File: src/rtl/clk_div_pkg.sv
// Shared constants and helpers for the multi-channel clock divider.
// Channel counters must be no wider than MAX_WIDTH because the clamp helper works at that width.
package clk_div_pkg;

    localparam int unsigned MIN_PERIOD = 2;
    localparam int unsigned DEF_WIDTH  = 24;
    localparam int unsigned MAX_WIDTH  = 32;

    // Periods of 0 or 1 cannot produce a wrap, so they run as MIN_PERIOD.
    function automatic logic [MAX_WIDTH-1:0] clamp_period(input logic [MAX_WIDTH-1:0] period);
        return (period < MAX_WIDTH'(MIN_PERIOD)) ? MAX_WIDTH'(MIN_PERIOD) : period;
    endfunction

    function automatic int unsigned ch_idx_width(input int unsigned channels);
        return (channels > 1) ? $clog2(channels) : 1;
    endfunction

endpackage

File: src/rtl/clk_div_chan.sv
// One divider channel: counter, active and shadow period/high registers,
// pending flag and registered clk_out/tick outputs.
module clk_div_chan
    import clk_div_pkg::*;
#(
    parameter int unsigned WIDTH      = DEF_WIDTH,
    parameter int unsigned DEF_PERIOD = 3_000_000,
    parameter int unsigned DEF_HIGH   = 1_500_000
) (
    input  logic             clk_in,
    input  logic             rst,
    input  logic             en,
    input  logic             sync,
    input  logic             wr,
    input  logic [WIDTH-1:0] wr_period,
    input  logic [WIDTH-1:0] wr_high,
    output logic             pending,
    output logic             clk_out,
    output logic             tick
);

    logic [WIDTH-1:0] cnt_q, cnt_d;
    logic [WIDTH-1:0] act_period_q, act_period_d;
    logic [WIDTH-1:0] act_high_q, act_high_d;
    logic [WIDTH-1:0] shd_period_q, shd_period_d;
    logic [WIDTH-1:0] shd_high_q, shd_high_d;
    logic             pending_q, pending_d;
    logic             clk_out_q, clk_out_d;
    logic             tick_q, tick_d;

    logic [WIDTH-1:0] period_eff;
    logic             last;
    logic             apply;

    assign period_eff = WIDTH'(clamp_period(MAX_WIDTH'(act_period_q)));
    assign last       = (cnt_q == (period_eff - WIDTH'(1)));
    // Active values may only change at a period boundary, while idle, or on a restart.
    assign apply      = last || !en || sync;

    always_comb begin
        cnt_d        = cnt_q;
        act_period_d = act_period_q;
        act_high_d   = act_high_q;
        shd_period_d = shd_period_q;
        shd_high_d   = shd_high_q;
        pending_d    = pending_q;
        clk_out_d    = en && (cnt_q < act_high_q);
        tick_d       = en && last;

        if (!en || sync || last) begin
            cnt_d = '0;
        end else begin
            cnt_d = cnt_q + WIDTH'(1);
        end

        if (wr) begin
            shd_period_d = wr_period;
            shd_high_d   = wr_high;
            if (apply) begin
                act_period_d = wr_period;
                act_high_d   = wr_high;
                pending_d    = 1'b0;
            end else begin
                pending_d    = 1'b1;
            end
        end else if (apply) begin
            // Shadow equals active whenever nothing is pending, so copying is always safe.
            act_period_d = shd_period_q;
            act_high_d   = shd_high_q;
            pending_d    = 1'b0;
        end
    end

    always_ff @(posedge clk_in or negedge rst) begin
        if (!rst) begin
            cnt_q        <= '0;
            act_period_q <= WIDTH'(DEF_PERIOD);
            act_high_q   <= WIDTH'(DEF_HIGH);
            shd_period_q <= WIDTH'(DEF_PERIOD);
            shd_high_q   <= WIDTH'(DEF_HIGH);
            pending_q    <= 1'b0;
            clk_out_q    <= 1'b0;
            tick_q       <= 1'b0;
        end else begin
            cnt_q        <= cnt_d;
            act_period_q <= act_period_d;
            act_high_q   <= act_high_d;
            shd_period_q <= shd_period_d;
            shd_high_q   <= shd_high_d;
            pending_q    <= pending_d;
            clk_out_q    <= clk_out_d;
            tick_q       <= tick_d;
        end
    end

    assign pending = pending_q;
    assign clk_out = clk_out_q;
    assign tick    = tick_q;

endmodule

File: src/rtl/clk_div_multi.sv
// Multi-channel programmable clock divider / strobe generator: decodes configuration
// writes to per-channel strobes and fans enable and sync out to each channel.
module clk_div_multi
    import clk_div_pkg::*;
#(
    parameter int unsigned WIDTH      = DEF_WIDTH,
    parameter int unsigned CHANNELS   = 4,
    parameter int unsigned DEF_PERIOD = 3_000_000,
    parameter int unsigned DEF_HIGH   = 1_500_000
) (
    input  logic                                 clk_in,
    input  logic                                 rst,
    input  logic [CHANNELS-1:0]                  en,
    input  logic                                 sync,
    input  logic                                 cfg_we,
    input  logic [ch_idx_width(CHANNELS)-1:0]    cfg_ch,
    input  logic [WIDTH-1:0]                     cfg_period,
    input  logic [WIDTH-1:0]                     cfg_high,
    output logic [CHANNELS-1:0]                  cfg_pending,
    output logic [CHANNELS-1:0]                  clk_out,
    output logic [CHANNELS-1:0]                  tick
);

    localparam int unsigned CH_W = ch_idx_width(CHANNELS);

    logic [CHANNELS-1:0] wr_sel;

    generate
        for (genvar gi = 0; gi < CHANNELS; gi++) begin : g_chan
            // Indices at or above CHANNELS match no channel and are dropped.
            assign wr_sel[gi] = cfg_we && (cfg_ch == CH_W'(gi));

            clk_div_chan #(
                .WIDTH      (WIDTH),
                .DEF_PERIOD (DEF_PERIOD),
                .DEF_HIGH   (DEF_HIGH)
            ) u_chan (
                .clk_in     (clk_in),
                .rst        (rst),
                .en         (en[gi]),
                .sync       (sync),
                .wr         (wr_sel[gi]),
                .wr_period  (cfg_period),
                .wr_high    (cfg_high),
                .pending    (cfg_pending[gi]),
                .clk_out    (clk_out[gi]),
                .tick       (tick[gi])
            );
        end
    endgenerate

endmodule

File: config.mk
export PLATFORM = sky130hd
export DESIGN_NAME = clk_div_multi
export DESIGN_NICKNAME = d
export VERILOG_FILES = /design/src/rtl/clk_div_pkg.sv /design/src/rtl/clk_div_chan.sv /design/src/rtl/clk_div_multi.sv
export SDC_FILE = /design/constraint.sdc
export NUM_CORES = 1
export LEC_CHECK = 0
export ABC_CLOCK_PERIOD_IN_PS = 9400
export CAP_MARGIN = 20
export CORE_MARGIN = 2
export CORE_UTILIZATION = 41
export CTS_BUF_LIST = sky130_fd_sc_hd__clkbuf_8 sky130_fd_sc_hd__clkbuf_16
export CTS_CLUSTER_SIZE = 40
export DETAILED_ROUTE_END_ITERATION = 10
export MAX_ROUTING_LAYER = met4
export SLEW_MARGIN = 10
export SYNTH_ARGS = -nofsm -noshare
export SYNTH_HDL_FRONTEND = slang
export SYNTH_SLANG_ARGS = --single-unit
File: constraint.sdc
create_clock -name clk_in -period 9.4 [get_ports clk_in]
set_clock_uncertainty 0.05 [all_clocks]
set_input_delay 1.41 -clock clk_in [delete_from_list [all_inputs] [get_ports clk_in]]
set_output_delay 1.41 -clock clk_in [all_outputs]
set_load 0.03 [all_outputs]
### Yosys cells after proc, flatten, opt, wreduce, memory -nomap -nowiden

Index checks and enable logic that the tools add are counted.

| word-level totals | value |
|---|---|
| flip-flop bits (word level) | 492 |
| word-level logic and storage cells | 136 |
| input bits | 58 |

| operators by class | value |
|---|---|
| order comparisons | 8 |
| reduce and logical (&&, ||, !) cells | 37 |
| eq/ne operators | 7 |
| muxes and demuxes | 44 |
| add/sub/neg operators | 8 |

Operator list:

| kind | number |
|---|---|
| $mux W24 | 32 |
| $add A24 B1 Y24 const B | 4 |
| $eq A24 B24 Y1 | 4 |
| $lt A24 B2 Y1 const B | 4 |
| $lt A24 B24 Y1 | 4 |
| $sub A24 B1 Y24 const B | 4 |
| $logic_or A1 B1 Y1 | 16 |
| $logic_and A1 B1 Y1 | 12 |
| $mux W1 | 12 |
| $reduce_bool A2 Y1 | 4 |
| $eq A2 B2 Y1 const B | 2 |
| $logic_not A1 Y1 | 4 |
| $eq A2 B1 Y1 const B | 1 |
| $logic_not A2 Y1 | 1 |

### Longest topological paths before layout

Gate-level depths: netlist of the first run.

| logic depth | value |
|---|---|
| depth in word-level cells | 8 |
| depth in mapped cells | 19 |
| gate-level depth less buffers | 13 |

### Modules after synthesis

A second synthesis of the first run with hierarchy kept.

| second synthesis, totals | value |
|---|---|
| cell total of the unflattened synthesis | 2200 |
| area total of the unflattened synthesis | 25862.3 um2 |

By module, submodules not included:

| module | times used | area an instance (um2) | cells each |
|---|---|---|---|
| clk_div_chan | 4 | 6456.2 | 549 |
| clk_div_multi | 1 | 37.5 | 4 |

### Least setup slack after synthesis of the first run

OpenSTA, ideal clock, no wires.

| path | value |
|---|---|
| path type | register to register |
| from | register g_chan[3].u_chan.act_period_q[7] |
| to | register g_chan[3].u_chan.act_high_q[0] |
| clock period less this slack | 4999 ps |
| arrival time | 4822 ps |
| path slack | 4401 ps |
| library setup time | 128 ps |
| stages on the path, launching flop included | 17 |
| cell sequence | dfstp_2 clkbuf_1 or4_1 or3_1 clkbuf_1 or2_2 nand2_1 ha_1 nor2b_1 nand2_1 or4_1 a211o_1 nor4_1 nand4b_1 o311ai_4 buf_2 mux2_1 |

| between the ends | value |
|---|---|
| word-level cells in the longest chain between the ends | 6 |

RTL lines:

| item | RTL line | text |
|---|---|---|
| from (decl) | clk_div_chan.sv:23 | `logic [WIDTH-1:0] act_period_q, act_period_d;` |
| from (signal assigned) | clk_div_chan.sv:77 | `act_period_q <= WIDTH'(DEF_PERIOD);` |
| from (signal assigned) | clk_div_chan.sv:86 | `act_period_q <= act_period_d;` |
| $lt A24 B2 Y1 | clk_div_pkg.sv:11 | `return (period < MAX_WIDTH'(MIN_PERIOD)) ? MAX_WIDTH'(MIN_PERIOD) : period;` |
| $mux W24 (*) | clk_div_pkg.sv:11 |  |
| $sub A24 B1 Y24 (*) | clk_div_chan.sv:36 | `assign last = (cnt_q == (period_eff - WIDTH'(1)));` |
| $eq A24 B24 Y1 (*) | clk_div_chan.sv:36 |  |
| $logic_or A1 B1 Y1 (*) (2 in series) | clk_div_chan.sv:38 | `assign apply = last \|\| !en \|\| sync;` |
| to (signal assigned) | clk_div_chan.sv:78 | `act_high_q <= WIDTH'(DEF_HIGH);` |
| to (signal assigned) | clk_div_chan.sv:87 | `act_high_q <= act_high_d;` |
| to (decl) | clk_div_chan.sv:24 | `logic [WIDTH-1:0] act_high_q, act_high_d;` |

Every way passes the cells marked *; elsewhere a longest branch is shown, timed or not.
A chain may end at the register's enable or synchronous reset.

### Final worst setup path of the first run

| path | value |
|---|---|
| from | register g_chan[3].u_chan.act_period_q[7] |
| to | register g_chan[3].u_chan.act_period_q[1] |

| between the ends | value |
|---|---|
| word-level cells in the longest chain between the ends | 6 |

RTL lines:

| item | RTL line |
|---|---|
| $lt A24 B2 Y1 | clk_div_pkg.sv:11 |
| $mux W24 (*) | clk_div_pkg.sv:11 |
| $sub A24 B1 Y24 (*) | clk_div_chan.sv:36 |
| $eq A24 B24 Y1 (*) | clk_div_chan.sv:36 |
| $logic_or A1 B1 Y1 (*) (2 in series) | clk_div_chan.sv:38 |

Marks and branches as above.

==> report_table.html, run 1 <==
<table>
<tr><th>Metric</th><th>Value</th></tr>
<tr><th colspan="2">Synthesis</th></tr>
<tr><td>Compound-cell area share of the yosys netlist</td><td>under 10%</td></tr>
<tr><td>Number of enable-type register cells in the synthesized netlist</td><td>0</td></tr>
<tr><td>Adder and majority cell fraction of the synthesized area</td><td>4.771%</td></tr>
<tr><td>Average cell area after synthesis</td><td>10.89 um2</td></tr>
<tr><td>Most instantiated flip-flop cell in the synthesis netlist</td><td>sky130_fd_sc_hd__dfrtp_1</td></tr>
<tr><td>Register bit count reported by yosys</td><td>around 490</td></tr>
<tr><td>Synthesized-area fraction occupied by xor and xnor cells</td><td>approximately 6.5%</td></tr>
<tr><td>Share of flip-flops with an asynchronous set or reset</td><td>between 90% and 100%</td></tr>
<tr><td>Number of unique standard cell types used by synthesis</td><td>72</td></tr>
<tr><td>Sequential element share of the synthesized area</td><td>~47%</td></tr>
<tr><td>Instance count of the mapped netlist</td><td>around 2400</td></tr>
<tr><td>Syn_nets</td><td>between 2000 and 3000</td></tr>
<tr><td>Cell area after synthesis</td><td>26440 um2</td></tr>
<tr><td>Combinational family with the most area after synthesis</td><td>multiplexers</td></tr>
<tr><td>Simple-gate area share of the yosys netlist</td><td>roughly 15%</td></tr>
<tr><td>Multiplexer share of the synthesized area</td><td>15.06%</td></tr>
<tr><td>Number of warnings reported in the yosys synthesis log</td><td>0</td></tr>
<tr><th colspan="2">Finish</th></tr>
<tr><td>Post-layout util</td><td>46.42%</td></tr>
<tr><td>Fill cells</td><td>between 5000 and 6000</td></tr>
<tr><td>Commonest non-fill, non-tap cell in the layout</td><td>sky130_fd_sc_hd__dfrtp_1</td></tr>
<tr><td>Proportion of layout cells with a drive suffix above 1</td><td>around a quarter</td></tr>
<tr><td>Antenna diode count</td><td>0</td></tr>
<tr><td>Area taken by multi-input logic gates</td><td>between 10000 and 15000 um2</td></tr>
<tr><td>Area grow syn2layout</td><td>12.59%</td></tr>
<tr><td>Area occupied by registers</td><td>12510 um2</td></tr>
<tr><td>Nets</td><td>approximately 2600</td></tr>
<tr><td>Most used cells in the layout excluding fill and tap cells</td><td>sky130_fd_sc_hd__dfrtp_1 (332), sky130_fd_sc_hd__mux2_2 (290), sky130_fd_sc_hd__dfstp_2 (160)</td></tr>
<tr><th colspan="2">Flow run</th></tr>
<tr><td>Count of max-cap constraint violations</td><td>0</td></tr>
<tr><th colspan="2">Routing</th></tr>
<tr><td>Vias per std cell</td><td>about 5.6</td></tr>
<tr><td>Number of iterations in the first detailed-routing pass</td><td>6</td></tr>
<tr><td>Detailed Route WL</td><td>~75 mm</td></tr>
<tr><td>Wire length per cell after detailed routing</td><td>approximately 23 um</td></tr>
<tr><td>Number of nets still failing antenna checks after routing</td><td>0</td></tr>
<tr><td>DRC violation count after routing</td><td>0</td></tr>
<tr><td>Detailed Route Iter0 Violations</td><td>1617</td></tr>
<tr><td>Vias</td><td>~19000</td></tr>
<tr><th colspan="2">Clock network</th></tr>
<tr><td>Number of gates given a new drive strength after cts</td><td>0</td></tr>
<tr><td>Number of setup buffers added after CTS</td><td>0</td></tr>
<tr><td>Root buffer selected by CTS</td><td>sky130_fd_sc_hd__clkbuf_16</td></tr>
<tr><td>Clock latency reported for the late side of the worst-skew pair</td><td>between 600 and 700 ps</td></tr>
<tr><td>Buffer depth of the longest clock path</td><td>3</td></tr>
<tr><td>Clock slew at reported path FFs</td><td>approximately 60 ps</td></tr>
<tr><td>Clock tree from TritonCTS</td><td>built</td></tr>
<tr><td>Sinks on the clock net</td><td>492</td></tr>
<tr><td>Hold-fix buffers, CTS</td><td>0</td></tr>
<tr><td>Max H-tree Level</td><td>2</td></tr>
<tr><td>Number of buffers created by CTS</td><td>54</td></tr>
<tr><th colspan="2">Power</th></tr>
<tr><td>P_leak</td><td>0.01269 uW</td></tr>
<tr><td>Overall power consumption</td><td>around 6000 uW</td></tr>
<tr><td>Power per cell area</td><td>207.5 nW/um2</td></tr>
<tr><td>Peak VDD IR</td><td>roughly 0.13 mV</td></tr>
<tr><th colspan="2">Global routing</th></tr>
<tr><td>Number of global-route vias before repair</td><td>18930</td></tr>
<tr><td>Largest net degree at the start of global routing</td><td>between 150 and 200</td></tr>
<tr><td>Met3 global-route usage</td><td>~3.3%</td></tr>
<tr><td>Overall Global Routing Usage</td><td>a little under a quarter</td></tr>
<tr><td>Global-route layer with the greatest usage</td><td>met2</td></tr>
<tr><td>Number of antenna violations at the first check in global routing</td><td>19</td></tr>
<tr><td>Wire length of the first global-routing pass</td><td>around 120 mm</td></tr>
<tr><td>Met2 usage</td><td>between 30 and 40%</td></tr>
<tr><td>Total gr overflow</td><td>0</td></tr>
<tr><td>Met1 capacity usage during global routing</td><td>about a third</td></tr>
<tr><th colspan="2">Timing</th></tr>
<tr><td>Sum of negative setup slack</td><td>0 ps</td></tr>
<tr><td>Final WS setup</td><td>approximately 3500 ps</td></tr>
<tr><td># setup viols final</td><td>0</td></tr>
<tr><td>Pins Over Slew Limit</td><td>0</td></tr>
<tr><td>Maximum clock frequency</td><td>roughly 170 MHz</td></tr>
<tr><td>Final hold violations</td><td>0</td></tr>
<tr><td>Final period util</td><td>62.55%</td></tr>
<tr><td>Tightest slew margin relative to the limit</td><td>between 20% and 30%</td></tr>
<tr><td>Post-layout min period</td><td>roughly 6000 ps</td></tr>
<tr><td>Unrepaired setup endpoints after global routing</td><td>false</td></tr>
<tr><td>Hold slack</td><td>between 400 and 500 ps</td></tr>
<tr><td>Worst-margin pin slew</td><td>between 1000 and 1500 ps</td></tr>
<tr><th colspan="2">Floorplan</th></tr>
<tr><td>Area of the die</td><td>~67000 um2</td></tr>
<tr><td>Boundary pin count</td><td>70</td></tr>
<tr><td>Chip Width</td><td>about 260 um</td></tr>
<tr><td>Std-Cell Core Area</td><td>between 60000 and 70000 um2</td></tr>
<tr><td>Site Rows</td><td>between 90 and 100</td></tr>
<tr><td>Y dimension of the die</td><td>257.9 um</td></tr>
<tr><td>Initial Util</td><td>41.23%</td></tr>
<tr><th colspan="2">Setup path</th></tr>
<tr><td>Worst r2r dst</td><td>g_chan[3].u_chan.act_period_q[1]$_DFFE_PN0P_</td></tr>
<tr><td>Req. time, crit path</td><td>slightly below 10000 ps</td></tr>
<tr><td>Critical path destination</td><td>g_chan[3].u_chan.act_period_q[1]$_DFFE_PN0P_</td></tr>
<tr><td>Largest incremental delay on the critical path</td><td>630 ps</td></tr>
<tr><td>Worst Reg-to-Reg Cells</td><td>14</td></tr>
<tr><td>Start-to-end type of the worst setup path</td><td>flop to flop</td></tr>
<tr><td>Critical path data arrival time</td><td>~6300 ps</td></tr>
<tr><td>Critical path endpoint category</td><td>flop</td></tr>
<tr><td>Dominant delay contributor by cell family on the critical path</td><td>simple AND/OR/NAND/NOR gates</td></tr>
<tr><td>Stages on the worst setup path</td><td>14</td></tr>
<tr><td>Crit-path slowest cell</td><td>sky130_fd_sc_hd__o311ai_4</td></tr>
<tr><td>Startpoint class of the critical path</td><td>flop</td></tr>
<tr><td>Flop-to-flop setup slack</td><td>around 3500 ps</td></tr>
<tr><td>Origin of the worst setup path</td><td>g_chan[3].u_chan.act_period_q[7]$_DFFE_PN1P_</td></tr>
<tr><td>Cells traversed along the worst timing path</td><td>or4_1 -&gt; or3_1 -&gt; or2_2 -&gt; nand2_1 -&gt; ha_1 -&gt; nor2b_1 -&gt; nand2_1 -&gt; or4_1 -&gt; a211o_1 -&gt; nor4_1 -&gt; nand4b_1 -&gt; o311ai_4 -&gt; buf_4 -&gt; mux2_2</td></tr>
<tr><td>Bufs and invs on worst path</td><td>1</td></tr>
<tr><td>Crit-path max FO</td><td>37</td></tr>
<tr><td>Reg-to-reg critical path startpoint</td><td>g_chan[3].u_chan.act_period_q[7]$_DFFE_PN1P_</td></tr>
<tr><th colspan="2">Min path</th></tr>
<tr><td>Classification of the worst-slack hold path</td><td>flop to flop</td></tr>
<tr><th colspan="2">Placed design</th></tr>
<tr><td>Worst setup slack before clock tree synthesis</td><td>between 3000 and 4000 ps</td></tr>
<tr><td>Final weighted congestion in routability-driven placement</td><td>0.9219</td></tr>
<tr><td>I/O Buffers</td><td>69</td></tr>
<tr><td>Placed wire-length estimate</td><td>roughly 50 mm</td></tr>
<tr><th colspan="2">Outcome</th></tr>
<tr><td>Status</td><td>finished clean</td></tr>
</table>
==> worst min path at each step <==
stage                                                      startpoint                                          end  slack, ps  cells after the start
after floorplan           g_chan[3].u_chan.act_high_q[10]$_DFFE_PN0P_  g_chan[3].u_chan.act_high_q[10]$_DFFE_PN0P_        410                      1
after global placement    g_chan[3].u_chan.act_high_q[22]$_DFFE_PN0P_  g_chan[3].u_chan.act_high_q[22]$_DFFE_PN0P_        420                      1
after detailed placement   g_chan[1].u_chan.shd_high_q[4]$_DFFE_PN0P_   g_chan[1].u_chan.shd_high_q[4]$_DFFE_PN0P_        430                      1
after CTS                  g_chan[1].u_chan.shd_high_q[4]$_DFFE_PN0P_   g_chan[1].u_chan.shd_high_q[4]$_DFFE_PN0P_        440                      1
after global routing      g_chan[0].u_chan.shd_high_q[16]$_DFFE_PN0P_  g_chan[0].u_chan.shd_high_q[16]$_DFFE_PN0P_        460                      1
final                     g_chan[3].u_chan.act_high_q[21]$_DFFE_PN0P_  g_chan[3].u_chan.act_high_q[21]$_DFFE_PN0P_        440                      1
==> worst register-to-register path: stages, from the launching register on <==
cell and delay, ps:
sky130_fd_sc_hd__dfstp_2 420, sky130_fd_sc_hd__or4_1 600, sky130_fd_sc_hd__or3_1 550, sky130_fd_sc_hd__or2_2 380
sky130_fd_sc_hd__nand2_1 80, sky130_fd_sc_hd__ha_1 190, sky130_fd_sc_hd__nor2b_1 340, sky130_fd_sc_hd__nand2_1 250
sky130_fd_sc_hd__or4_1 540, sky130_fd_sc_hd__a211o_1 320, sky130_fd_sc_hd__nor4_1 270, sky130_fd_sc_hd__nand4b_1 180
sky130_fd_sc_hd__o311ai_4 630, sky130_fd_sc_hd__buf_4 540, sky130_fd_sc_hd__mux2_2 410
==> kinds of logic (layout without fill, tap and decap cells) <==
group / count (synthesis) / after routing
and+or+nand+nor: 726 / 726
adders and majority gates: 101 / 101
AOI/OAI and AO/OA: 301 / 301
DFF: 492 / 492
buffers and inverters: 256 / 319
xor gates and xnor gates: 197 / 197
muxes: 355 / 355
==> layer usage <==
| metal | up-vias | part of all wire, % |
|---|---|---|
| met5 | - | 0 |
| met4 | 0 | 3.0 |
| met3 | 104 | 5.3 |
| met2 | 529 | 45 |
| met1 | 9533 | 47 |
| li1 | 8730 | - |
==> power breakdown <==
part,switching (uW),internal [uW]
clock,888,1280
sequential,246,2560
combinational,656,539
==> Yosys cell counts, types with 5 or more instances <==
library cell / count / area share, %
sky130_fd_sc_hd__a21o_1: 47 / 1.3
sky130_fd_sc_hd__o2111ai_1: 8 / 0.27
sky130_fd_sc_hd__nand2_1: 90 / 1.3
sky130_fd_sc_hd__dfstp_2: 160 / 16
sky130_fd_sc_hd__o211ai_1: 9 / 0.26
sky130_fd_sc_hd__buf_1: 18 / 0.26
sky130_fd_sc_hd__and4_1: 10 / 0.33
sky130_fd_sc_hd__buf_4: 12 / 0.34
sky130_fd_sc_hd__a211oi_1: 5 / 0.14
sky130_fd_sc_hd__buf_2: 11 / 0.21
sky130_fd_sc_hd__nand3_1: 51 / 0.97
sky130_fd_sc_hd__inv_1: 122 / 1.7
sky130_fd_sc_hd__xor2_1: 78 / 2.6
sky130_fd_sc_hd__a2111oi_0: 10 / 0.33
sky130_fd_sc_hd__nor2b_1: 19 / 0.45
sky130_fd_sc_hd__nor2_1: 121 / 1.7
sky130_fd_sc_hd__or2_2: 10 / 0.24
sky130_fd_sc_hd__a31oi_1: 12 / 0.28
sky130_fd_sc_hd__and2_1: 55 / 1.3
sky130_fd_sc_hd__clkbuf_1: 93 / 1.3
sky130_fd_sc_hd__o22ai_1: 50 / 1.2
sky130_fd_sc_hd__or3_1: 43 / 1.0
sky130_fd_sc_hd__mux2_2: 290 / 12
sky130_fd_sc_hd__nand3b_1: 8 / 0.23
sky130_fd_sc_hd__and3_1: 22 / 0.52
sky130_fd_sc_hd__mux2i_1: 14 / 0.53
sky130_fd_sc_hd__or4_1: 17 / 0.48
sky130_fd_sc_hd__nand2b_1: 17 / 0.40
sky130_fd_sc_hd__o21a_1: 6 / 0.17
sky130_fd_sc_hd__nand4_1: 45 / 1.1
sky130_fd_sc_hd__o21ai_0: 34 / 0.64
sky130_fd_sc_hd__a21oi_1: 77 / 1.5
sky130_fd_sc_hd__nor4b_1: 7 / 0.23
sky130_fd_sc_hd__nor4_1: 80 / 1.9
sky130_fd_sc_hd__ha_1: 100 / 4.7
sky130_fd_sc_hd__mux2_1: 51 / 2.2
sky130_fd_sc_hd__nor3_1: 113 / 2.1
sky130_fd_sc_hd__xnor2_1: 119 / 3.9
sky130_fd_sc_hd__dfrtp_1: 332 / 31
==> registers in the layout, indices dropped and copies added, names as in the netlist <==
signal,flops
g_chan.u_chan.shd_period_q,96
g_chan.u_chan.act_period_q,96
g_chan.u_chan.pending,4
g_chan.u_chan.cnt_q,96
g_chan.u_chan.tick,4
g_chan.u_chan.shd_high_q,96
g_chan.u_chan.clk_out,4
g_chan.u_chan.act_high_q,96
==> cell type report <==
class	count	area share [%]
clock buffer	65	5.124
clock inverter	37	1.064
inverter	122	1.539
multi-input combinational	1680	43.57
sequential	492	42.04
tap	855	3.594
timing repair buffer	95	3.077
==> per-stage QoR <==
| stage | cells | instance area [um2] |
|---|---|---|
| after floorplan | 2428 | 26440 |
| after global placement | 3243 | 27900 |
| after detailed placement | 3243 | 27900 |
| after CTS | 3345 | 29740 |
| after global routing | 3346 | 29760 |
| final | 3346 | 29760 |
Note: power is estimated with default switching activity, not from simulation.
==> inputs of run 2 (changes only) <==
- ABC_CLOCK_PERIOD_IN_PS: 9400 -> 5900
- clock period: 9.4 -> 5.9 ns (I/O delays scaled with it)
==> report_table.html, run 2 (synthesized netlist as in run 1, its figures left out) <==
<table>
<tr><th>Metric</th><th>Value</th></tr>
<tr><th colspan="2">Timing</th></tr>
<tr><td>Final hold violations</td><td>0</td></tr>
<tr><td>Unrepaired setup endpoints after global routing</td><td>false</td></tr>
<tr><td>Tightest slew margin relative to the limit</td><td>around 25%</td></tr>
<tr><td>Final period util</td><td>between 90% and 100%</td></tr>
<tr><td>Pins Over Slew Limit</td><td>0</td></tr>
<tr><td># setup viols final</td><td>0</td></tr>
<tr><td>Sum of negative setup slack</td><td>0 ps</td></tr>
<tr><td>Maximum clock frequency</td><td>between 150 and 200 MHz</td></tr>
<tr><td>Post-layout min period</td><td>between 5000 and 6000 ps</td></tr>
<tr><td>Worst-margin pin slew</td><td>roughly 1100 ps</td></tr>
<tr><th colspan="2">Placed design</th></tr>
<tr><td>Number of placed instances with taps included</td><td>3250</td></tr>
<tr><td>Placed wire-length estimate</td><td>51.50 mm</td></tr>
<tr><td>Post-DP Area</td><td>between 20000 and 30000 um2</td></tr>
<tr><td>I/O Buffers</td><td>69</td></tr>
<tr><td>Final weighted congestion in routability-driven placement</td><td>around 0.90</td></tr>
<tr><th colspan="2">Floorplan</th></tr>
<tr><td>Initial Util</td><td>between 40% and 50%</td></tr>
<tr><td>Area of the die</td><td>66530 um2</td></tr>
<tr><td>Boundary pin count</td><td>70</td></tr>
<tr><td>Std-Cell Core Area</td><td>64120 um2</td></tr>
<tr><td>Y dimension of the die</td><td>~260 um</td></tr>
<tr><td>Site Rows</td><td>just over 90</td></tr>
<tr><td>Chip Width</td><td>~260 um</td></tr>
<tr><th colspan="2">Routing</th></tr>
<tr><td>Number of nets still failing antenna checks after routing</td><td>0</td></tr>
<tr><td>DRC violation count after routing</td><td>0</td></tr>
<tr><td>Detailed Route WL</td><td>75.47 mm</td></tr>
<tr><td>Vias per std cell</td><td>about 5.7</td></tr>
<tr><td>Detailed Route Iter0 Violations</td><td>1848</td></tr>
<tr><td>Vias</td><td>between 15000 and 20000</td></tr>
<tr><td>Number of iterations in the first detailed-routing pass</td><td>5</td></tr>
<tr><td>Wire length per cell after detailed routing</td><td>22.44 um</td></tr>
<tr><th colspan="2">Setup path</th></tr>
<tr><td>Critical path data arrival time</td><td>between 5000 and 6000 ps</td></tr>
<tr><td>Startpoint class of the critical path</td><td>flop</td></tr>
<tr><td>Start-to-end type of the worst setup path</td><td>flop to flop</td></tr>
<tr><td>Crit-path max FO</td><td>34</td></tr>
<tr><td>Critical path endpoint category</td><td>flop</td></tr>
<tr><td>Req. time, crit path</td><td>between 6000 and 7000 ps</td></tr>
<tr><th colspan="2">Clock network</th></tr>
<tr><td>Root buffer selected by CTS</td><td>sky130_fd_sc_hd__clkbuf_16</td></tr>
<tr><td>Number of buffers created by CTS</td><td>54</td></tr>
<tr><td>Max H-tree Level</td><td>2</td></tr>
<tr><td>Hold-fix buffers, CTS</td><td>0</td></tr>
<tr><td>Number of gates given a new drive strength after cts</td><td>0</td></tr>
<tr><td>Clock slew at reported path FFs</td><td>~60 ps</td></tr>
<tr><td>Clock latency reported for the late side of the worst-skew pair</td><td>620 ps</td></tr>
<tr><td>Buffer depth of the longest clock path</td><td>3</td></tr>
<tr><td>Clock tree from TritonCTS</td><td>built</td></tr>
<tr><td>Number of setup buffers added after CTS</td><td>0</td></tr>
<tr><td>Sinks on the clock net</td><td>around 490</td></tr>
<tr><th colspan="2">Global routing</th></tr>
<tr><td>Overall Global Routing Usage</td><td>a little under a quarter</td></tr>
<tr><td>Total gr overflow</td><td>0</td></tr>
<tr><td>Largest net degree at the start of global routing</td><td>around 150</td></tr>
<tr><td>Number of antenna violations at the first check in global routing</td><td>24</td></tr>
<tr><td>Number of global-route vias before repair</td><td>roughly 19000</td></tr>
<tr><td>Wire length of the first global-routing pass</td><td>between 100 and 150 mm</td></tr>
<tr><th colspan="2">Power</th></tr>
<tr><td>P_leak</td><td>0.01270 uW</td></tr>
<tr><td>Power per cell area</td><td>about 330 nW/um2</td></tr>
<tr><td>Overall power consumption</td><td>~9900 uW</td></tr>
<tr><td>Peak VDD IR</td><td>0.2951 mV</td></tr>
<tr><th colspan="2">Finish</th></tr>
<tr><td>Area occupied by registers</td><td>approximately 13000 um2</td></tr>
<tr><td>Commonest non-fill, non-tap cell in the layout</td><td>sky130_fd_sc_hd__dfrtp_1</td></tr>
<tr><td>Most used cells in the layout excluding fill and tap cells</td><td>sky130_fd_sc_hd__dfrtp_1 (332), sky130_fd_sc_hd__mux2_2 (290), sky130_fd_sc_hd__dfstp_2 (160)</td></tr>
<tr><td>Nets</td><td>between 2000 and 3000</td></tr>
<tr><td>Area grow syn2layout</td><td>13.09%</td></tr>
<tr><td>Area taken by multi-input logic gates</td><td>roughly 13000 um2</td></tr>
<tr><td>Final std cell area, no fill</td><td>between 20000 and 30000 um2</td></tr>
<tr><td>Count of non-filler cells in the finished layout</td><td>~3400</td></tr>
<tr><td>Proportion of layout cells with a drive suffix above 1</td><td>approximately a quarter</td></tr>
<tr><td>Post-layout util</td><td>between 40% and 50%</td></tr>
<tr><td>Fill cells</td><td>5818</td></tr>
<tr><th colspan="2">Min path</th></tr>
<tr><td>Classification of the worst-slack hold path</td><td>primary input to async pin</td></tr>
<tr><th colspan="2">Flow run</th></tr>
<tr><td>Count of max-cap constraint violations</td><td>0</td></tr>
<tr><th colspan="2">Outcome</th></tr>
<tr><td>Status</td><td>finished clean</td></tr>
</table>
## run 2: layout make-up
cell class                 instances  share of cell area (%)
antenna                           11                 0.09207
clock buffer                      67                   5.156
clock inverter                    35                   1.180
inverter                         122                   1.532
multi-input combinational       1680                   43.35
sequential                       492                   41.85
tap                              855                   3.578
timing repair buffer             101                   3.256
## run 2: where the power goes
part           total [uW]  switching (uW)  internal [uW]  leakage [uW]
Sequential           4480             402           4080       0.00583
Clock                3560            1450           2110      0.000967
Combinational        1900            1040            861       0.00591
Total                9950            2900           7050        0.0127
## run 2: worst max-delay path, cell delays in order (launching register included)
cell	delay [ps]
sky130_fd_sc_hd__dfrtp_1	450
sky130_fd_sc_hd__or4_1	610
sky130_fd_sc_hd__or3_1	520
sky130_fd_sc_hd__or2_2	390
sky130_fd_sc_hd__nand2_1	80
sky130_fd_sc_hd__ha_1	200
sky130_fd_sc_hd__nor2b_1	320
sky130_fd_sc_hd__nand2_1	230
sky130_fd_sc_hd__or4_1	510
sky130_fd_sc_hd__a211o_1	320
sky130_fd_sc_hd__nor4_1	280
sky130_fd_sc_hd__nand4b_1	180
sky130_fd_sc_hd__o311ai_4	310
sky130_fd_sc_hd__buf_4	440
sky130_fd_sc_hd__mux2_2	390
## run 2: layer usage
metal / vias up / GRT usage [%] / routed length (um)
li1: 8769 / - / -
met4: 0 / 9.971 / 2845
met3: 122 / 3.102 / 4753
met2: 575 / 34.44 / 33630
met1: 9648 / 32.69 / 34230
met5: - / - / 0
## run 2: path summary, 6_finish.rpt
check / end / start / slack, ps / cells past startpoint
min: g_chan[2].u_chan.act_high_q[0]$_DFFE_PN0P_ / rst / 210 / 1
max reg2reg: g_chan[3].u_chan.act_period_q[1]$_DFFE_PN0P_ / g_chan[3].u_chan.act_period_q[11]$_DFFE_PN0P_ / 490 / 14
max in group asynchronous: g_chan[1].u_chan.act_period_q[1]$_DFFE_PN0P_ / rst / 4240 / 2
min in group clk_in: g_chan[3].u_chan.act_high_q[22]$_DFFE_PN0P_ / g_chan[3].u_chan.act_high_q[22]$_DFFE_PN0P_ / 440 / 1
min reg2reg: g_chan[3].u_chan.act_high_q[22]$_DFFE_PN0P_ / g_chan[3].u_chan.act_high_q[22]$_DFFE_PN0P_ / 440 / 1
max: g_chan[3].u_chan.act_period_q[1]$_DFFE_PN0P_ / g_chan[3].u_chan.act_period_q[11]$_DFFE_PN0P_ / 490 / 14
## run 2: stage by stage
stage / hold slack (ps) / setup slack, ps
floorplan: 408.1 / 900.6
global placement: 421.2 / 559.7
detailed placement: 426.0 / 539.4
CTS: 242.8 / 515.3
global route: 278.9 / 23.85
finish: 208.0 / 492.8
==> inputs of run 3 (changes only) <==
- SLEW_MARGIN: 10 -> 30
==> report_table.html, run 3 (synthesized netlist as in run 1, its figures left out) <==
<table>
<tr><th>Metric</th><th>Value</th></tr>
<tr><th colspan="2">Finish</th></tr>
<tr><td>Area occupied by registers</td><td>between 10000 and 15000 um2</td></tr>
<tr><td>Most used cells in the layout excluding fill and tap cells</td><td>sky130_fd_sc_hd__dfrtp_1 (332), sky130_fd_sc_hd__mux2_2 (290), sky130_fd_sc_hd__dfstp_2 (160)</td></tr>
<tr><td>Post-layout util</td><td>about 46%</td></tr>
<tr><td>Area taken by multi-input logic gates</td><td>around 13000 um2</td></tr>
<tr><td>Fill cells</td><td>a little under 6000</td></tr>
<tr><td>Proportion of layout cells with a drive suffix above 1</td><td>about a quarter</td></tr>
<tr><td>Nets</td><td>2608</td></tr>
<tr><td>Final std cell area, no fill</td><td>29800 um2</td></tr>
<tr><td>Commonest non-fill, non-tap cell in the layout</td><td>sky130_fd_sc_hd__dfrtp_1</td></tr>
<tr><td>Area grow syn2layout</td><td>12.74%</td></tr>
<tr><th colspan="2">Global routing</th></tr>
<tr><td>Number of global-route vias before repair</td><td>about 19000</td></tr>
<tr><td>Wire length of the first global-routing pass</td><td>around 120 mm</td></tr>
<tr><td>Number of antenna violations at the first check in global routing</td><td>22</td></tr>
<tr><td>Total gr overflow</td><td>0</td></tr>
<tr><td>Overall Global Routing Usage</td><td>between 20% and 30%</td></tr>
<tr><td>Largest net degree at the start of global routing</td><td>around 150</td></tr>
<tr><th colspan="2">Timing</th></tr>
<tr><td>Pins Over Slew Limit</td><td>0</td></tr>
<tr><td>Final period util</td><td>between 90% and 100%</td></tr>
<tr><td>Post-layout min period</td><td>5428 ps</td></tr>
<tr><td>Tightest slew margin relative to the limit</td><td>33.96%</td></tr>
<tr><td>Worst-margin pin slew</td><td>between 900 and 1000 ps</td></tr>
<tr><td>Final hold violations</td><td>0</td></tr>
<tr><td>Unrepaired setup endpoints after global routing</td><td>false</td></tr>
<tr><td>Maximum clock frequency</td><td>around 180 MHz</td></tr>
<tr><td>Sum of negative setup slack</td><td>0 ps</td></tr>
<tr><td># setup viols final</td><td>0</td></tr>
<tr><th colspan="2">Setup path</th></tr>
<tr><td>Largest incremental delay on the critical path</td><td>620 ps</td></tr>
<tr><td>Req. time, crit path</td><td>about 6400 ps</td></tr>
<tr><td>Reg-to-reg critical path startpoint</td><td>g_chan[3].u_chan.act_period_q[11]$_DFFE_PN0P_</td></tr>
<tr><td>Worst Reg-to-Reg Cells</td><td>14</td></tr>
<tr><td>Cells traversed along the worst timing path</td><td>or4_1 -&gt; or3_1 -&gt; or2_2 -&gt; nand2_1 -&gt; ha_1 -&gt; nor2b_1 -&gt; nand2_1 -&gt; or4_1 -&gt; a211o_1 -&gt; nor4_1 -&gt; nand4b_1 -&gt; o311ai_4 -&gt; buf_4 -&gt; mux2_2</td></tr>
<tr><td>Origin of the worst setup path</td><td>g_chan[3].u_chan.act_period_q[11]$_DFFE_PN0P_</td></tr>
<tr><td>Critical path data arrival time</td><td>5890 ps</td></tr>
<tr><td>Flop-to-flop setup slack</td><td>around 470 ps</td></tr>
<tr><td>Critical path endpoint category</td><td>flop</td></tr>
<tr><td>Crit-path max FO</td><td>34</td></tr>
<tr><td>Critical path destination</td><td>g_chan[3].u_chan.act_period_q[1]$_DFFE_PN0P_</td></tr>
<tr><td>Start-to-end type of the worst setup path</td><td>flop to flop</td></tr>
<tr><td>Crit-path slowest cell</td><td>sky130_fd_sc_hd__or4_1</td></tr>
<tr><td>Worst r2r dst</td><td>g_chan[3].u_chan.act_period_q[1]$_DFFE_PN0P_</td></tr>
<tr><td>Startpoint class of the critical path</td><td>flop</td></tr>
<tr><th colspan="2">Clock network</th></tr>
<tr><td>Max H-tree Level</td><td>2</td></tr>
<tr><td>Buffer depth of the longest clock path</td><td>3</td></tr>
<tr><td>Number of gates given a new drive strength after cts</td><td>0</td></tr>
<tr><td>Root buffer selected by CTS</td><td>sky130_fd_sc_hd__clkbuf_16</td></tr>
<tr><td>Number of setup buffers added after CTS</td><td>0</td></tr>
<tr><td>Hold-fix buffers, CTS</td><td>0</td></tr>
<tr><td>Clock latency reported for the late side of the worst-skew pair</td><td>~630 ps</td></tr>
<tr><td>Clock slew at reported path FFs</td><td>roughly 60 ps</td></tr>
<tr><td>Number of buffers created by CTS</td><td>53</td></tr>
<tr><td>Sinks on the clock net</td><td>492</td></tr>
<tr><td>Clock tree from TritonCTS</td><td>built</td></tr>
<tr><th colspan="2">Routing</th></tr>
<tr><td>Vias per std cell</td><td>around 5.7</td></tr>
<tr><td>Number of nets still failing antenna checks after routing</td><td>0</td></tr>
<tr><td>Top Layer Used</td><td>met4</td></tr>
<tr><td>Detailed Route Iter0 Violations</td><td>between 1500 and 2000</td></tr>
<tr><td>Wire length per cell after detailed routing</td><td>roughly 22 um</td></tr>
<tr><td>Met2 wirelength from detailed routing</td><td>33.30 mm</td></tr>
<tr><td>Detailed Route WL</td><td>about 75 mm</td></tr>
<tr><td>DRC violation count after routing</td><td>0</td></tr>
<tr><td>Number of iterations in the first detailed-routing pass</td><td>5</td></tr>
<tr><td>Vias</td><td>about 19000</td></tr>
<tr><td>Met3 routed wirelength</td><td>between 5 and 6 mm</td></tr>
<tr><td>Length of routed wiring on met1</td><td>33.98 mm</td></tr>
<tr><th colspan="2">Floorplan</th></tr>
<tr><td>Chip Width</td><td>about 260 um</td></tr>
<tr><td>Initial Util</td><td>around two fifths</td></tr>
<tr><td>Boundary pin count</td><td>70</td></tr>
<tr><td>Std-Cell Core Area</td><td>roughly 64000 um2</td></tr>
<tr><td>Area of the die</td><td>about 67000 um2</td></tr>
<tr><td>Site Rows</td><td>between 90 and 100</td></tr>
<tr><td>Y dimension of the die</td><td>about 260 um</td></tr>
<tr><th colspan="2">Power</th></tr>
<tr><td>Power per cell area</td><td>approximately 330 nW/um2</td></tr>
<tr><td>P_leak</td><td>between 0.01 and 0.015 uW</td></tr>
<tr><td>Peak VDD IR</td><td>~0.22 mV</td></tr>
<tr><th colspan="2">Placed design</th></tr>
<tr><td>Final weighted congestion in routability-driven placement</td><td>about 0.90</td></tr>
<tr><td>Post-DP Area</td><td>27980 um2</td></tr>
<tr><td>I/O Buffers</td><td>between 60 and 70</td></tr>
<tr><td>Placed wire-length estimate</td><td>51.43 mm</td></tr>
<tr><th colspan="2">Flow run</th></tr>
<tr><td>Count of max-cap constraint violations</td><td>0</td></tr>
<tr><th colspan="2">Min path</th></tr>
<tr><td>Classification of the worst-slack hold path</td><td>primary input to async pin</td></tr>
<tr><th colspan="2">Outcome</th></tr>
<tr><td>Status</td><td>finished clean</td></tr>
</table>
[run 3: power by group]
part | leakage (uW) | total, uW | switching, uW | internal [uW]
registers | 0.00583 | 4480 | 399 | 4080
clock network | 0.000935 | 3420 | 1450 | 1980
logic | 0.00591 | 1910 | 1040 | 862
[run 3: metal layers]
metal  GRT usage, %  vias to the layer above
met5              -                        -
met1          32.37                     9711
li1               -                     8751
met2          34.23                      596
met3          3.877                      138
met4          9.554                        0
[run 3: cell type report]
type,count,share of cell area [%]
diodes,5,0.04198
clock buffers,68,5.181
clock inverters,32,0.8942
inverters,122,1.537
multi-input cells,1680,43.51
flip-flops and latches,492,41.98
well taps,855,3.589
repair buffers,101,3.266
[run 3: critical path, delay by kind of cell, from the launching register on]
| kind | cells | cell delay [ps] |
|---|---|---|
| fa+ha+maj | 1 | 210 |
| flops | 1 | 450 |
| mux | 1 | 390 |
| simple gates | 9 | 3130 |
| buf+inv | 1 | 440 |
| compound gates | 2 | 620 |
[run 3: how the worst min path moves through the flow]
| stage | end | slack [ps] | cells after the start |
|---|---|---|---|
| finish | g_chan[2].u_chan.shd_high_q[0]$_DFFE_PN0P_ | 210 | 1 |
| global route | g_chan[2].u_chan.act_high_q[0]$_DFFE_PN0P_ | 270 | 1 |
| CTS | g_chan[2].u_chan.shd_high_q[0]$_DFFE_PN0P_ | 250 | 1 |
| detailed placement | g_chan[3].u_chan.act_high_q[22]$_DFFE_PN0P_ | 430 | 1 |
| global placement | g_chan[3].u_chan.act_high_q[22]$_DFFE_PN0P_ | 420 | 1 |
| floorplan | g_chan[3].u_chan.act_high_q[10]$_DFFE_PN0P_ | 410 | 1 |
[run 3: through the flow]
step | hold WS (ps) | power [uW] | setup slack, ps | cells
floorplan | 408.1 | 5757 | 900.6 | 2428
global placement | 421.2 | 6352 | 559.7 | 3250
detailed placement | 426.0 | 6433 | 506.1 | 3250
CTS | 248.1 | 9895 | 480.7 | 3350
global route | 271.4 | 10330 | 88.07 | 3351
finish | 209.8 | 9809 | 472.4 | 3355
